## src/rtl/wb_arbiter2.sv

```systemverilog
// wb_arbiter2: two-master to one-slave Wishbone B4 pipelined arbiter
// Grant is held per bus cycle; outstanding requests are counted and capped, bus errors abort the owner's cycle.
module wb_arbiter2 #(
    parameter int AW = 5,
    parameter int DW = 32,
    parameter int LGOUT = 4,
    parameter bit OPT_ROUNDROBIN = 1'b1,
    parameter bit OPT_ZERO_ON_IDLE = 1'b0
) (
    input  logic            i_clk,
    input  logic            i_reset,
    input  logic            i_a_cyc,
    input  logic            i_a_stb,
    input  logic            i_a_we,
    input  logic [AW-1:0]   i_a_addr,
    input  logic [DW-1:0]   i_a_data,
    input  logic [DW/8-1:0] i_a_sel,
    output logic            o_a_stall,
    output logic            o_a_ack,
    output logic            o_a_err,
    output logic [DW-1:0]   o_a_data,
    input  logic            i_b_cyc,
    input  logic            i_b_stb,
    input  logic            i_b_we,
    input  logic [AW-1:0]   i_b_addr,
    input  logic [DW-1:0]   i_b_data,
    input  logic [DW/8-1:0] i_b_sel,
    output logic            o_b_stall,
    output logic            o_b_ack,
    output logic            o_b_err,
    output logic [DW-1:0]   o_b_data,
    output logic            o_cyc,
    output logic            o_stb,
    output logic            o_we,
    output logic [AW-1:0]   o_addr,
    output logic [DW-1:0]   o_data,
    output logic [DW/8-1:0] o_sel,
    input  logic            i_stall,
    input  logic            i_ack,
    input  logic            i_err,
    input  logic [DW-1:0]   i_data
);
    localparam logic [LGOUT:0] DEPTH = {1'b1, {LGOUT{1'b0}}};

    logic r_granted, r_owner, r_last, r_abort;
    logic [LGOUT:0] r_count, nxt_count;
    logic own_cyc, own_stb, own_stall, full, a_req, b_req, win, idle;

    assign own_cyc = r_owner ? i_b_cyc : i_a_cyc;
    assign own_stb = r_owner ? i_b_stb : i_a_stb;
    assign full = r_count == DEPTH;
    assign a_req = i_a_cyc && i_a_stb;
    assign b_req = i_b_cyc && i_b_stb;
    // On a tie round-robin hands the bus to whoever did not win last time
    assign win = (a_req && b_req) ? (OPT_ROUNDROBIN && !r_last) : b_req;

    assign o_cyc = r_granted && own_cyc && !r_abort;
    assign o_stb = o_cyc && own_stb && !full;
    assign own_stall = i_stall || full || !r_granted || r_abort;
    assign o_a_stall = r_owner ? 1'b1 : own_stall;
    assign o_b_stall = r_owner ? own_stall : 1'b1;
    assign o_a_ack = !r_owner && i_ack && o_cyc;
    assign o_b_ack = r_owner && i_ack && o_cyc;
    assign o_a_err = !r_owner && i_err && o_cyc;
    assign o_b_err = r_owner && i_err && o_cyc;
    assign o_a_data = i_data;
    assign o_b_data = i_data;

    assign idle = OPT_ZERO_ON_IDLE && !r_granted;
    assign o_we = !idle && (r_owner ? i_b_we : i_a_we);
    assign o_addr = idle ? '0 : (r_owner ? i_b_addr : i_a_addr);
    assign o_data = idle ? '0 : (r_owner ? i_b_data : i_a_data);
    assign o_sel = idle ? '0 : (r_owner ? i_b_sel : i_a_sel);

    // Acks with nothing outstanding are ignored so the counter never wraps
    assign nxt_count = (!o_cyc || i_err) ? '0
                     : r_count + {{LGOUT{1'b0}}, o_stb && !i_stall}
                               - {{LGOUT{1'b0}}, i_ack && r_count != '0};

    always_ff @(posedge i_clk) begin
        if (i_reset) begin
            r_granted <= 1'b0;
            r_owner <= 1'b0;
            r_last <= 1'b1;
            r_count <= '0;
            r_abort <= 1'b0;
        end else begin
            r_count <= nxt_count;
            r_abort <= own_cyc && (r_abort || (o_cyc && i_err));
            if (!r_granted || !own_cyc) begin
                r_granted <= a_req || b_req;
                if (a_req || b_req) begin
                    r_owner <= win;
                    r_last <= win;
                end
            end
        end
    end
endmodule

```

## config.mk

```make
export PLATFORM = sky130hd
export DESIGN_NAME = wb_arbiter2
export DESIGN_NICKNAME = d
export VERILOG_FILES = /design/src/rtl/wb_arbiter2.sv
export SDC_FILE = /design/constraint.sdc
export NUM_CORES = 1
export LEC_CHECK = 0
export ABC_AREA = 1
export BUFFER_PORTS_ARGS = -buffer_cell sky130_fd_sc_hd__clkbuf_2
export CAP_MARGIN = 20
export CORE_AREA = 2 2 93 95
export CTS_CLUSTER_DIAMETER = 100
export DETAILED_ROUTE_END_ITERATION = 8
export DIE_AREA = 0 0 95 97
export PLACE_DENSITY = 0.68
export SYNTH_ARGS = -nofsm -noshare
export SYNTH_HDL_FRONTEND = slang
export SYNTH_SLANG_ARGS = --single-unit
```

## constraint.sdc

```tcl
create_clock -name i_clk -period 2.5 [get_ports i_clk]
set_input_delay 0.375 -clock i_clk [delete_from_list [all_inputs] [get_ports i_clk]]
set_output_delay 0.375 -clock i_clk [all_outputs]
set_load 0.05 [all_outputs]
```

==> results of run 1 <==
[worst reg2reg max path, delay by kind of cell (launching register included)]
kind | cells | cell delay [ps]
compound gates | 1 | 130
fa+ha+maj | 4 | 990
buf+inv | 4 | 260
flops | 1 | 330
simple gates | 4 | 490
[cell type report]
| type | count | area [um2] | share of cell area |
|---|---|---|---|
| multi-input combinational | 191 | 835.8 | 0.4010 |
| timing repair buffer | 148 | 800.8 | 0.3842 |
| sequential | 9 | 181.4 | 0.08703 |
| tap | 105 | 131.4 | 0.06303 |
| inverter | 24 | 90.09 | 0.04322 |
| clock buffer | 4 | 45.04 | 0.02161 |
[metal layers]
metal  vias to the layer above  GRT usage  routed length [um]
met5                         -          0                   0
met4                         0    0.04794                 166
met3                        13    0.04050                 697
met2                       123     0.2433                3256
met1                       852     0.1271                2261
li1                        985          -                   -
[logic make-up (layout without fill, tap and decap cells)]
family / after synthesis / after routing / share of synthesized area
simple gates: 173 / 173 / 0.4132
compound gates: 11 / 11 / 0.03576
buf+inv: 98 / 176 / 0.3836
flops: 9 / 9 / 0.1096
fa+ha+maj: 7 / 7 / 0.05784
[power by group]
| part | total, uW | internal (uW) | switching, uW |
|---|---|---|---|
| clock | 175 | 112 | 63.5 |
| combinational | 526 | 140 | 386 |
| sequential | 152 | 149 | 3.32 |
[Yosys cell counts (all sizes together)]
cell type	instances	share of area
a21oi	9	0.027
and2	1	0.0038
buf	74	0.33
dfxtp	9	0.11
fa	1	0.012
ha	6	0.046
inv	24	0.055
nand2	149	0.34
nand3	13	0.040
nand4	1	0.0038
nor2	5	0.011
nor3	3	0.0091
o21ai	2	0.0084
or2	1	0.0038
[state kept, by name (all words and copies together) (netlist names)]
name,flops
r_owner,1
r_granted,1
r_count,5
r_last,1
r_abort,1
[what timing repair did]
action,4_1_cts,5_1_grt
gates resized for setup,0,1
hold buffers,0,0
setup endpoints to repair,0,2
[metrics by stage]
stage,cells,util
after floorplan,298,-
after global placement,477,0.2504
after detailed placement,477,0.2504
after CTS,481,0.2560
after global routing,481,0.2563
final,481,0.2563
[final timing paths]
check,startpoint,endpoint,cells after the start
max reg2reg,r_count[2],r_count[2],13
min reg2reg,r_last,r_last,2
min,i_reset,r_owner,2
max,r_count[2],r_count[2],13
==> results.md, run 1 <==
Timing:
- The slack of the critical path is 235.7 ps.
- Across the routed clock network, the largest skew measured is 4.279 ps.
- The number of endpoints with negative hold slack in the final report was 0.
- The headroom to the max-slew limit is 0.6911.
- The number of setup violations in the final report is 0.
- In the final timing run, aggregate negative setup slack is 0 ps.
- The number of pins with negative max-slew slack in the final report was 0.
- The worst path in the final design needs a cycle of 2264 ps, including I/O delays and setup.
- Static timing analysis puts the maximum clock frequency at 0.4416 GHz.
- The final worst hold slack is 330.1 ps.
- Setup repair after global routing left no endpoint under its margin.
- At the pin with the least slew margin, the transition time is 463.4 ps.
- The part of the cycle the worst path needs is 0.9057.

Layout:
- The number of antenna diodes in the final layout is 0.
- The filler cells instantiated in the layout total 917.
- In the final layout, the share of cells above drive strength 1 is 0.4149.
- The layout overhead on the synthesized area is 26.79%.
- The top cell types in the final layout, fill and taps aside, are nand2_1 (148), clkbuf_2 (139), inv_1 (24), nand3_1 (13), a21oi_1 (9).
- The finished cells cover 2085 um2.
- Leaving out fill and tap cells, the most frequent cell in the layout is nand2_1.
- The number of nets in the layout is 509.

Critical path:
- The family with the most delay on the worst path is adder cells.
- The largest stage delay on the critical path is 340 ps.
- STA classifies the critical path endpoint as a flip-flop.
- Walking the worst path, the cells encountered are inv_1, ha_1, nand4_1, nand2_1, inv_1, nand2_1, ha_1, inv_1, ha_1, inv_1, fa_2, or2_2, a21oi_1.
- The register-to-register path setup slack is 240 ps.
- The critical path class is reg2reg.
- The required time of the worst setup path is 2670 ps.
- The cell with the largest stage delay on the worst path is fa_2.
- Counting stages on the worst path, the most repeated cell is inv_1.
- The worst setup path is launched from a flip-flop.
- The largest driver fanout on the critical path is 3.
- The number of buffers and inverters on the critical path is 4.
- Data arrives at the worst endpoint at 2440 ps.

Clock tree:
- The number of buffers between clock root and the deepest sink is 2.
- The tree built by TritonCTS fans out to 9 sinks.
- The later-pin clock latency in the skew report is 240 ps.
- TritonCTS built the clock tree.
- The CTS root buffer is clkbuf_8.
- The register clock-pin slew on the reported worst setup and hold paths is 50 ps.
- CTS built an H-tree with a depth of 1.
- The clock buffer count from CTS is 3.
- The number of buffers inserted to repair setup after CTS is 0.

Logic synthesis:
- The count of unique library cells instantiated by Yosys is 17.
- Of the synthesized area, sequential elements account for 0.1096.
- The net count of the mapped netlist is 430.
- The post-synthesis area per instance is 5.517 um2.
- The synthesized design contains 9 register bits.
- In the synthesized netlist, the number of instances is 298.
- The mapped cell area is 1644 um2.
- The synthesis warning total is 0.

Placement:
- The weighted congestion reported at the end of routability-driven placement is 0.7437.
- The post-detailed-placement half-perimeter wirelength is 5548 um.
- Buffers placed on the I/O ports in this run total 142.
- The placed instances occupy a cell area of 2037 um2.
- Before CTS, the worst setup slack after placement is 73.20 ps.

Drt:
- Dividing the detail-routed wire length by the instance count gives 13.27 um.
- The via-per-instance ratio is 4.102.
- The iteration-0 DRC count of the detailed router is 78.
- After detailed routing, the total wire length is 6381 um.
- The routed layout has 1973 vias.
- The number of remaining DRC errors is 0.
- The number of antenna-violating nets in the routed design is 0.
- The detailed-routing iteration count for the pre-antenna-repair pass is 4.

Global routing:
- After global routing the overflow that remains totals 0.
- The via count of the first global-routing pass is 1829.
- The initial antenna violation count is 0.
- The maximum number of pins on one net before global-route repair is 47.
- Across every metal layer, demand over resource in global routing totals 0.1286.
- The first global-routing pass estimated 9177 um of wire.

Min path:
- The path category of the worst min-delay check is in2reg.

Die:
- The total core area is 8134 um2.
- The number of rows in the core area is 33.
- The floorplan step set the die height to 97 um.
- 239 I/O pins were placed.
- The effective utilization at floorplan is 0.2021.
- The die covers 9215 um2.
- The x dimension of the die is 95 um.

Outcome:
- The run finished with clean final reports.

Job:
- Across the run, the number of max-cap violations was 0.

Power and ir drop:
- The power density relative to cell area is 409.2 nW/um2.
- The analysis attributes to cell leakage a power of 0.001324 uW.
- The total power of the final layout is 853.0 uW.
- The worst-case vdd ir drop is 0.1698 mV.
No activity file was read; power rests on OpenSTA's default activity.
==> inputs of run 2 (changes only) <==
Settings changed: BUFFER_PORTS_ARGS -buffer_cell sky130_fd_sc_hd__clkbuf_2 to unset, CORE_AREA 2 2 93 95 to 2 2 92 94, DIE_AREA 0 0 95 97 to 0 0 94 96, DONT_BUFFER_PORTS set to 1, PLACE_DENSITY 0.68 to 0.43.
==> results.md, run 2 (synthesis results as in run 1) <==
Critical path:
- The required time of the worst setup path is 2660 ps (about the same).
- The kind of end point of the critical path is a flip-flop.
- The largest driver fanout on the critical path is 3 (unchanged).
- The arrival time reported for the critical path endpoint came to 2430 ps (about the same).
- The beginning of the critical path is r_count[2].
- The critical path class is reg2reg.
- The startpoint identified for the worst register-to-register timing path is r_count[2].
- The type of origin of the critical path is a flip-flop.
- The logic depth of the worst register-to-register path came to 13 (unchanged).

Placement:
- The weighted congestion reported at the end of routability-driven placement is 0.7904 (+6.3%).
- The post-placement worst setup slack came to 103.3 ps (+30.08 ps).
- The number of buffers inserted by port buffering came to 0 (-100%).
- The post-detailed-placement half-perimeter wirelength is 4826 um (-13%).

Drt:
- The iteration-0 DRC count of the detailed router is 29 (-63%).
- The final routed wirelength across all metal layers was 5458 um (-14%).
- The total number of vias came to 1584 (-20%).
- The via-per-instance ratio is 4.093 (-0.22%).
- The number of antenna-violating nets in the routed design is 0 (unchanged).
- The detailed-routing iteration count for the pre-antenna-repair pass is 6 (+2).
- The average wire per standard cell is 14.10 um (+6.3%).
- The number of remaining DRC errors came to 0 (unchanged).

Timing:
- The headroom to the max-slew limit came to 0.7006 (+0.009578).
- The number of setup violations in the final report was 0 (unchanged).
- The highest clock frequency the design can meet is 0.4418 GHz (about the same).
- The number of pins with negative max-slew slack in the final report is 0 (unchanged).
- The number of endpoints with negative hold slack in the final report is 0 (unchanged).
- The slew at the pin closest to its max-slew limit was 449.0 ps (-14.37 ps).
- The post-route clock skew is 8.980 ps (+4.701 ps).
- The shortest period the worst path allows is 2264 ps (-0.6580 ps).
- The part of the cycle the worst path needs came to 0.9054 (about the same).
- The sum of negative setup slack came to 0 ps (unchanged).
- The slack of the critical path came to 236.4 ps (+0.6580 ps).
- Setup repair after global routing left no endpoint under its margin.

Global routing:
- The overall global routing resource usage came to 0.1039 (-0.02475).
- The leftover overflow at the end of global routing is 0 (unchanged).
- The via count of the first global-routing pass came to 1356 (-26%).
- The maximum number of pins on one net before global-route repair is 47 (unchanged).
- The global-route wire length before repair came to 6941 um (-24%).
- The initial antenna violation count is 0 (unchanged).

Power and ir drop:
- The power density relative to cell area is 471.7 nW/um2 (+15%).
- The leakage power figure is 0.0009565 uW (-28%).
- The worst-case vdd ir drop was 0.2081 mV (+23%).

Die:
- The total core area is 8051 um2 (-1.0%).
- The effective utilization at floorplan is 0.2042 (+0.002073).
- The vertical die dimension is 96 um (-1.0%).
- The number of rows in the core area is 33 (unchanged).
- The x dimension of the die is 94 um (-1.1%).
- The die area is 9024 um2 (-2.1%).
- The top-level I/O count came to 239 (unchanged).

Clock tree:
- The count of H-tree levels built during CTS is 1 (unchanged).
- The later-pin clock latency in the skew report is 230 ps (about the same).
- The number of sinks driven by the clock tree is 9 (unchanged).
- The number of buffers between clock root and the deepest sink is 2 (unchanged).
- The CTS root buffer is clkbuf_8.
- The number of buffers inserted to repair setup after CTS is 0 (unchanged).
- The number of buffers inserted by hold repair at cts is 0 (unchanged).
- TritonCTS built the clock tree.
- The register clock-pin slew on the reported worst setup and hold paths is 50 ps (about the same).
- The clock buffer count from CTS was 3 (unchanged).

Layout:
- The register ranked first by flip-flop count is r_count.
- The area used by multi-input combinational logic was 845.8 um2 (+1.2%).
- The number of diodes added for antenna fixing is 0 (unchanged).
- The layout cell share with drive strength beyond 1 is 0.2270 (-0.1879).
- The layout overhead on the synthesized area is 4.109%.
- The number of nets in the layout is 415 (-18%).
- Leaving out fill and tap cells, the most frequent cell in the layout is nand2_1.
- The flip-flop count of the largest register, all copies and words added came to 5 (unchanged).
- The fill cell total of the finished layout came to 913 (-0.44%).
- In the layout the commonest cells are nand2_1 (148), buf_4 (53), inv_1 (24), nand3_1 (13), a21oi_1 (9).
- The storage element area is 181.4 um2 (unchanged).

Job:
- The number of max-cap violations is 0 (unchanged).

Min path:
- The worst hold path startpoint is i_reset.
- The cell depth of the worst min-delay path is 1 (-1).
- The path category of the worst min-delay check is in2reg.

Outcome:
- The run finished with clean final reports.
==> run 2: final cells by class <==
| cell class | instances | share of cell area |
|---|---|---|
| clock buffers | 4 | 0.02632 |
| inverters | 24 | 0.05263 |
| multi-input cells | 191 | 0.4942 |
| flip-flops and latches | 9 | 0.1060 |
| well taps | 105 | 0.07675 |
| repair buffers | 54 | 0.2442 |
==> run 2: critical path, cell delays in order (launching register included) <==
cell and delay (ps):
dfxtp_1 330, inv_1 60, ha_1 200, nand4_1 100
nand2_1 50, inv_1 80, nand2_1 60, ha_1 270
inv_1 60, ha_1 160, inv_1 60, fa_2 350
or2_2 280, a21oi_1 130
==> run 2: worst paths after layout <==
path                     end  slack, ps
setup reg to reg  r_count[2]        240
hold / removal       r_owner        210
hold reg to reg       r_last        450
setup / recovery  r_count[2]        240
==> run 2: power by group <==
part           total, uW  switching [uW]  leakage, uW  internal, uW
Clock                166            55.1    0.0000228           111
Combinational        490             361     0.000860           128
Sequential           152            3.10    0.0000736           149
==> run 2: stage by stage <==
stage	power [uW]	hold slack, ps	cells	area (um2)	util
finish	807.4	213.0	387	1712	0.2126
global route	852.4	203.9	387	1712	0.2126
CTS	819.6	207.4	387	1709	0.2123
detailed placement	650.0	445.8	383	1664	0.2067
global placement	648.3	444.9	383	1664	0.2067
floorplan	780.5	428.5	298	1644	-
==> run 2: routing by layer <==
metal | routed length (um) | global-route usage | vias up | share of wire
met3 | 478 | 0.03054 | 4 | 0.088
met1 | 1924 | 0.1027 | 671 | 0.35
li1 | - | - | 799 | -
met5 | 0 | 0 | - | 0
met2 | 2983 | 0.2036 | 110 | 0.55
met4 | 72 | 0.03865 | 0 | 0.013
==> run 2: timing repair <==
item,4_1_cts,5_1_grt
gates resized for setup,0,1
setup endpoints to repair,0,2
hold endpoints to repair,0,0
==> inputs of run 3 (changes only) <==
Settings changed: CTS_BUF_LIST set to sky130_fd_sc_hd__clkbuf_16.
==> results.md, run 3 (synthesis results as in run 1) <==
Outcome:
- The run finished with clean final reports.

Drt:
- The number of antenna-violating nets in the routed design was 0 (unchanged).
- The total number of vias is 1594 (+0.63%).
- The number of remaining DRC errors is 0 (unchanged).
- The average wire per standard cell is 14.27 um (+1.2%).
- The detailed-routing iteration count for the pre-antenna-repair pass is 6 (unchanged).
- The via-per-instance ratio came to 4.119 (+0.63%).
- The final routed wirelength across all metal layers is 5521 um (+1.2%).
- The iteration-0 DRC count of the detailed router is 27 (-6.9%).

Critical path:
- The largest driver fanout on the critical path was 3 (unchanged).
- STA classifies the critical path endpoint as a flip-flop.
- The required time of the worst setup path is 2670 ps (about the same).
- The critical path class is reg2reg.
- The arrival time reported for the critical path endpoint was 2430 ps (about the same).
- STA classifies the critical path startpoint as a flip-flop.

Layout:
- The fill cell total of the finished layout is 909 (-0.44%).
- The number of cells in the finished layout apart from fillers came to 387 (unchanged).
- The area used by multi-input combinational logic came to 845.8 um2 (unchanged).
- The layout cell share with drive strength beyond 1 is 0.2270 (unchanged).
- r_count holds more flip-flops than any other register.
- The number of nets in the layout is 415 (unchanged).
- The storage element area is 181.4 um2 (unchanged).
- The layout overhead on the synthesized area is 6.164%.
- The most common cell after layout, fill and taps aside is nand2_1.
- The number of diodes added for antenna fixing came to 0 (unchanged).
- The final design utilization is 0.2168 (+0.004196).
- The top cell types in the final layout, fill and taps aside, are nand2_1 (148), buf_4 (53), inv_1 (25), nand3_1 (13), a21oi_1 (9).
- The flip-flop count of the largest register, all copies and words added is 5 (unchanged).

Timing:
- The shortest period the worst path allows is 2260 ps (-3.855 ps).
- The part of the cycle the worst path needs is 0.9039 (-0.001542).
- The number of endpoints with negative hold slack in the final report is 0 (unchanged).
- The number of setup violations in the final report is 0 (unchanged).
- The number of pins with negative max-slew slack in the final report was 0 (unchanged).
- The final worst hold slack was 206.0 ps (-7.004 ps).
- Setup repair after global routing left no endpoint under its margin.
- The headroom to the max-slew limit was 0.7017 (+0.001055).
- The highest clock frequency the design can meet is 0.4425 GHz (+0.17%).
- The slack of the critical path is 240.3 ps (+3.855 ps).
- The sum of negative setup slack is 0 ps (unchanged).
- The slew at the pin closest to its max-slew limit was 447.5 ps (-1.583 ps).
- The post-route clock skew is 6.709 ps (-2.271 ps).

Clock tree:
- The number of buffers inserted to repair setup after CTS was 0 (unchanged).
- The clock buffer count from CTS is 3 (unchanged).
- The count of H-tree levels built during CTS is 1 (unchanged).
- In this run the clock root is driven by a clkbuf_16.
- The number of buffers between clock root and the deepest sink is 2 (unchanged).
- TritonCTS built the clock tree.
- The number of sinks driven by the clock tree is 9 (unchanged).
- The number of gates resized after CTS is 0 (unchanged).
- The number of buffers inserted by hold repair at cts is 0 (unchanged).
- The later-pin clock latency in the skew report is 240 ps (about the same).
- The register clock-pin slew on the reported worst setup and hold paths came to 40 ps (about the same).

Placement:
- The post-detailed-placement half-perimeter wirelength is 4826 um (unchanged).
- The cell total after placement is 383 (unchanged).
- The number of buffers inserted by port buffering is 0 (unchanged).
- The post-placement worst setup slack was 103.3 ps (unchanged).
- The weighted congestion reported at the end of routability-driven placement came to 0.7904 (unchanged).

Global routing:
- The via count of the first global-routing pass is 1365 (+0.66%).
- The overall global routing resource usage is 0.1058 (+0.001975).
- The initial antenna violation count is 0 (unchanged).
- The global-route wire length before repair is 7017 um (+1.1%).
- The maximum number of pins on one net before global-route repair is 47 (unchanged).
- The leftover overflow at the end of global routing is 0 (unchanged).

Power and ir drop:
- The power density relative to cell area was 527.9 nW/um2 (+12%).
- The leakage power figure is 0.0009761 uW (+2.0%).
- The worst-case vdd ir drop is 0.3338 mV (+60%).

Die:
- The die area is 9024 um2 (unchanged).
- The vertical die dimension is 96 um (unchanged).
- The x dimension of the die was 94 um (unchanged).
- The total core area was 8051 um2 (unchanged).
- The number of rows in the core area is 33 (unchanged).
- The top-level I/O count was 239 (unchanged).
- The effective utilization at floorplan is 0.2042 (unchanged).

Job:
- The number of max-cap violations came to 0 (unchanged).

Min path:
- The path category of the worst min-delay check is in2reg.
[run 3: cell count changes in the layout (fill, tap and decap cells not counted)]
cell	delta
clkbuf_16	+3
clkbuf_8	-3
clkbuf_1	-1
inv_1	+1
[run 3: per-layer routing]
layer	routed length [um]	up-vias	GRT usage
met5	0	-	0
met4	99	0	0.04589
met3	472	6	0.03054
met2	3013	110	0.2071
met1	1936	678	0.1027
li1	-	800	-
[run 3: worst paths after layout]
path         startpoint         end  slack (ps)  cells past startpoint
max          r_count[2]  r_count[2]         240                     13
min             i_reset     r_owner         210                      1
max reg2reg  r_count[2]  r_count[2]         240                     13
min reg2reg      r_last      r_last         460                      2
[run 3: layout make-up]
type / instances / share of cell area
multi-input cells: 191 / 0.4846
clock buffers: 3 / 0.04301
repair buffers: 54 / 0.2394
well taps: 105 / 0.07527
clock inverters: 1 / 0.002151
flip-flops and latches: 9 / 0.1039
inverters: 24 / 0.05161
[run 3: metrics by stage]
| stage | total power [uW] | instance area (um2) |
|---|---|---|
| final | 921.5 | 1745 |
| after global routing | 966.5 | 1745 |
| after CTS | 931.9 | 1743 |
| after detailed placement | 650.0 | 1664 |
| after global placement | 648.3 | 1664 |
| after floorplan | 780.5 | 1644 |
[run 3: critical path: stages, from the launching register on]
cell and delay (ps):
dfxtp_1 330, inv_1 60, ha_1 200, nand4_1 100
nand2_1 50, inv_1 80, nand2_1 60, ha_1 270
inv_1 60, ha_1 160, inv_1 60, fa_2 350
or2_2 280, a21oi_1 130
[run 3: power by group]
group / internal [uW] / total [uW] / leakage [uW] / switching (uW)
registers: 149 / 152 / 0.0000736 / 3.14
logic: 128 / 489 / 0.000860 / 361
clock network: 209 / 280 / 0.0000423 / 70.9
total: 486 / 921 / 0.000976 / 435
